### src/rtl/laby7_counter.sv
// Modulo-N up/down counter with parallel load (saturating), terminal-count flag
// and a Gray-coded mirror of the count.
module laby7_counter #(
   parameter int WIDTH     = 4,
   parameter int MODULO    = 16,
   parameter int RESET_VAL = 0
) (
   input  logic             clk,
   input  logic             rst_n,
   input  logic             en,
   input  logic             up_dn,
   input  logic             load,
   input  logic [WIDTH-1:0] load_val,
   output logic [WIDTH-1:0] cnt,
   output logic [WIDTH-1:0] cnt_gray,
   output logic             tc
);

   localparam logic [WIDTH-1:0] MAXV = WIDTH'(MODULO - 1);
   localparam logic [WIDTH-1:0] RSTV = WIDTH'(RESET_VAL);

   logic             at_max;
   logic             at_min;
   logic [WIDTH-1:0] cnt_nxt;
   logic [WIDTH-1:0] load_sat;

   assign at_max = (cnt == MAXV);
   assign at_min = (cnt == '0);

   // Out-of-range load values clamp to the top of the modulus so cnt never leaves 0..MODULO-1.
   assign load_sat = (load_val > MAXV) ? MAXV : load_val;

   always_comb begin
      cnt_nxt = cnt;
      if (load)
         cnt_nxt = load_sat;
      else if (en) begin
         if (up_dn)
            cnt_nxt = at_max ? '0 : cnt + 1'b1;
         else
            cnt_nxt = at_min ? MAXV : cnt - 1'b1;
      end
   end

   always_ff @(posedge clk or negedge rst_n) begin
      if (!rst_n)
         cnt <= RSTV;
      else
         cnt <= cnt_nxt;
   end

   assign cnt_gray = cnt ^ (cnt >> 1);
   assign tc       = en & (up_dn ? at_max : at_min);

endmodule

### config.mk
export PLATFORM = sky130hd
export DESIGN_NAME = laby7_counter
export DESIGN_NICKNAME = d
export VERILOG_FILES = /design/src/rtl/laby7_counter.sv
export SDC_FILE = /design/constraint.sdc
export NUM_CORES = 1
export LEC_CHECK = 0
export BUFFER_PORTS_ARGS = -buffer_cell sky130_fd_sc_hd__clkbuf_2
export CORE_AREA = 3 3 40 42
export CTS_CLUSTER_DIAMETER = 200
export DETAILED_ROUTE_END_ITERATION = 16
export DIE_AREA = 0 0 43 45
export PLACE_DENSITY = 0.54
export SETUP_SLACK_MARGIN = 0.05
export SLEW_MARGIN = 20
export SYNTH_ARGS = -nofsm -noshare
export SYNTH_HDL_FRONTEND = slang
export SYNTH_SLANG_ARGS = --single-unit
### constraint.sdc
create_clock -name clk -period 1.5 [get_ports clk]
set_input_delay 0.3 -clock clk [delete_from_list [all_inputs] [get_ports clk]]
set_output_delay 0.3 -clock clk [all_outputs]
set_load 0.01 [all_outputs]
---- Word level (Yosys, flattened, before mapping) ----
Index checks and enable logic that the tools add are counted.
operators by class
  $add $sub $neg .......................... 2
  order comparisons ....................... 1
  equal/unequal tests ..................... 1
  muxes and demuxes ....................... 7
  bitwise gates (word level) .............. 2
  reduce and logical (&&, ||, !) cells .... 2
operators with widths
  kind                                                  count
  two-way mux 4 bit                                     6
  adder 4 x 1 -> 4 bit, second input constant           1
  equality test 4 bit, second input constant            1
  greater-than comparator 4 bit, second input constant  1
  logical NOT 4 bit                                     1
  subtractor 4 x 1 -> 4 bit, second input constant      1
  bitwise XOR 4 x 3 -> 4 bit                            1
  nonzero test 2 bit                                    1
  AND 1 bit                                             1
  two-way mux 1 bit                                     1
storage, ports and cells
  register bits ........................... 4
  input port bits ......................... 9
  output and inout port bits .............. 9
  word-level logic and storage cells ...... 16

---- Longest topological paths before layout ----
  word-level depth ........................ 5
  mapped depth ............................ 6
  depth with buffers taken out ............ 6

---- Worst setup path after synthesis ----
No wires, ideal clock.
  path type ............................... reg2reg
  from .................................... register cnt[2]
  to ...................................... register cnt[3]
  library setup time ...................... 0.084 ns
  arrival time ............................ 1.420 ns
  data required time ...................... 1.416 ns
  setup slack ............................. -0.003 ns
  cell stages (with the launch flop) ...... 7
  path buffers ............................ 0
  clock period less this slack ............ 1.503 ns
  cell sequence ........................... dfrtp_1 inv_1 ha_1 a21boi_2 xnor2_1 or3_1 a41oi_2
on the way
  cells in the longest elaborated chain, start to end .. 5
  elaborated cells on any way between the ends .. 9
  classes of those cells .................. add/sub: 2; eq/ne: 1; mux: 5; reduce/logical: 1
RTL lines
  item                                                     RTL line  source
  start: declaration                                       14        output logic [WIDTH-1:0] cnt,
  start signal: assignment                                 49        cnt <= cnt_nxt;
  subtractor 4 x 1 -> 4 bit, or another cell as far along  41        cnt_nxt = at_min ? MAXV : cnt - 1'b1;
  two-way mux 4 bit (on tied branches)                     41, 39
  two-way mux 4 bit *                                      38        if (up_dn)
  two-way mux 4 bit *                                      37        else if (en) begin
  two-way mux 4 bit *                                      35        if (load)
Every way passes the cells marked *; elsewhere a longest branch is shown, timed or not. The select of a mux whose other input is x is not followed.
A chain may end at the register's enable or synchronous reset.

---- Worst setup path after layout ----
  from .................................... register cnt[0]
  to ...................................... output port tc
on the way
  cells in the longest elaborated chain, start to end .. 3
  elaborated cells on any way between the ends .. 4
  classes of those cells .................. eq/ne: 1; mux: 1; bitwise: 1; reduce/logical: 1
RTL lines
  item                                                      RTL line  source
  equality test 4 bit or logical NOT 4 bit (tied branches)  27, 28
  two-way mux 1 bit *                                       53        assign tc = en & (up_dn ? at_max : at_min);
  AND 1 bit *                                               53
  end: declaration                                          16        output logic tc
Every way passes the cells marked *; elsewhere a longest branch is shown, timed or not.

==> impl_metrics.yaml <==
setup_path:
  crit_type: "register to primary output"
  path_max_fanout: 4
  r2r_end: "cnt[3]"
  r2r_start: "cnt[1]"
  reg2reg_depth: 6
  endpoint_kind: "primary output"
  crit_path_start: "cnt[0]"
  r2r_slack_ps: -40
  start_kind: "register"
  critPathArrivalTime_ps: 1280
  cp-endpoint: "tc"
  cp.required_ps: 1200
timing:
  hold_viol: 0
  period_share: 1.06
  tightest_slew_ps: 274
  hold_ws_ps: 260
  clock.fmax_ghz: 0.631
  slew_headroom: 0.816
  period_needed_ps: 1580
  setup_violations: 2
  finalWorstSetupSlack_ps: -84.2
  slew_violations: 0
  fin_worst_skew_ps: 2.30
  grt_setup_unrepaired: "true"
hold_path:
  min_path_cells: 3
  hp-start: "load_val[2]"
  hold_class: "input pin to register"
layout:
  post-route-util: 0.497
  regMostFlops: "cnt"
  final_nets: 91
  fillers: 124
  instances_no_fill: 89
  top_regs: "cnt x4"
  areaGrowthSynthToFinish_pct: 54.1
  drive_gt1_frac: 0.554
  diodes: 0
  largest_reg_flops: 4
pwr:
  vdd_drop_max_v: 0.000402
  power.leakage_nw: 0.293
  p_per_area_nw_per_um2: 852
grt:
  met1_usage: 0.150
  grt_pass1_wl_um: 1790
  antenna_found_initial: 0
  grtUsageTotal: 0.128
  grt_busiest_layer: "met2"
  gr-usage-met2: 0.216
  grt_util_met3: 0.0518
  grt_max_degree: 9
  grt_pass1_vias: 428
  overflow: 0
synth:
  synthTopCellsByArea: "dfrtp_1 (24%), ha_1 (21%), inv_1 (6.3%), a21oi_1 (6.0%), xnor2_1 (4.2%)"
  yosysWarningCount: 0
  synth.largest_area_cell: "dfrtp_1"
  syn_avg_cell_area_sq_um: 8.45
  syn_inst: 49
  syn_nets: 65
  yosysSeqAreaShare: 0.242
  syn_area_sq_um: 414
  yosys_register_bits: 4
  synth_cell_type_count: 23
  synth_top_area_share: 0.242
flow_run:
  maxCapViolCount: 0
drt:
  post_drt_wl_per_cell_um: 14.0
  initialDrtViolationCount: 12
  vias: 438
  ant_nets: 0
  wirelength_um: 1240
  drc: 0
  dr.pass1.iters: 4
  via_per_inst: 4.92
floorplanning:
  die_h_um: 45
  core_area_sq_um: 1280
  ioPinCount: 18
  dieArea_sq_um: 1940
  dieWidth_um: 43
  row_count: 13
  start_util: 0.322
placement:
  dp.cells: 82
  dp_hpwl_um: 885
  io_buffers: 17
  gp_congestion: 0.804
clocking:
  cts_sinks: 4
  clock_latency_ps: 240
  htreeDepth: 1
  cts_tree: "built"
  clk_pin_slew_worst_paths_ps: 40
  root_buffer: "clkbuf_4"
  cts_buffers: 3
  clock_path_buffers: 2
status:
  failed_checks: "negative setup slack"
  status: "finished, violations left"
placed cells by master, fill, tap and decap left out:
cell           count
clkbuf_2          15
a21oi_1            5
nand2_1            4
buf_4              4
inv_2              3
inv_1              3
ha_4               3
clkbuf_4           3
dfrtp_2            3
nand3_1            2
o211ai_1           2
xnor2_1            2
ha_2               2
ha_1               2
buf_2              2
inv_4              1
nand3_2            1
nand3b_1           1
nor2_1             1
a311oi_1           1
nand2b_1           1
o21ai_0            1
a32oi_1            1
a22o_1             1
a21boi_2           1
or3_1              1
nand4_1            1
or2_2              1
nor2b_1            1
a41oi_2            1
clkbuf_1           1
dfrtp_1            1
dlygate4sd3_1      1
buf_6              1
layer usage:
layer  share of wire  routed length, um
met5               0                  0
met4               0                  0
met3           0.064                 79
met2            0.52                652
met1            0.41                511
timing repair:
action	CTS	global route
endpoints found under the hold margin	4	0
hold buffers	1	0
endpoints found under the setup margin	3	4
pin swaps	2	5
resized for setup	5	13
gates cloned	0	0
setup buffers	1	1
through the flow:
stage	setup WS (ps)	setup TNS (ps)	instance area, sq um	power, W
after floorplan	49.5	0	415	0.000263
after global placement	35.9	0	531	0.000344
after detailed placement	61.8	0	531	0.000344
after CTS	-116	-116	583	0.000517
after global routing	-131	-223	638	0.000589
final	-84.2	-121	638	0.000544
worst max-delay path: stages (launching register included):
cell      delay, ps
dfrtp_2         440
inv_2            90
ha_4            120
nand3b_1        100
a21oi_1         150
buf_2           140
where the power goes:
group / switching (W) / internal (W)
registers: 0.0000162 / 0.000123
clock network: 0.0000535 / 0.000100
logic: 0.000131 / 0.000120
total: 0.000200 / 0.000344
how the worst min path moves through the flow:
stage / endpoint
final: cnt[2]
after global routing: cnt[0]
after CTS: cnt[2]
after detailed placement: cnt[3]
after global placement: cnt[0]
after floorplan: cnt[0]
synthesized netlist by cell type, drive strengths merged:
master,count
buf,1
xnor2,2
inv,7
o21ai,1
a311oi,1
ha,7
nand4,1
nand2,4
a21oi,5
a41oi,1
or2,1
nand3,3
o211ai,2
a22o,1
dfrtp,4
clkbuf,1
nor2b,1
nand2b,1
or3,1
nand3b,1
nor2,1
a21boi,1
a32oi,1
area by class of cell:
type | instances | area, sq um | area share
repair buffers | 23 | 136 | 0.214
well taps | 15 | 18.8 | 0.0294
inverters | 7 | 28.8 | 0.0451
multi-input cells | 36 | 324 | 0.508
flip-flops and latches | 4 | 104 | 0.163
clock buffers | 4 | 26.3 | 0.0412
logic make-up after synthesis:
logic type               after synthesis  synth area share
XOR/XNOR                               2            0.0423
AO/OA/AOI/OAI                         13             0.239
buffers and inverters                  9            0.0906
adder cells (fa/ha/maj)                7             0.211
AND/OR/NAND/NOR                       14             0.175
flip-flops                             4             0.242
(Power assumes the default switching activity.)
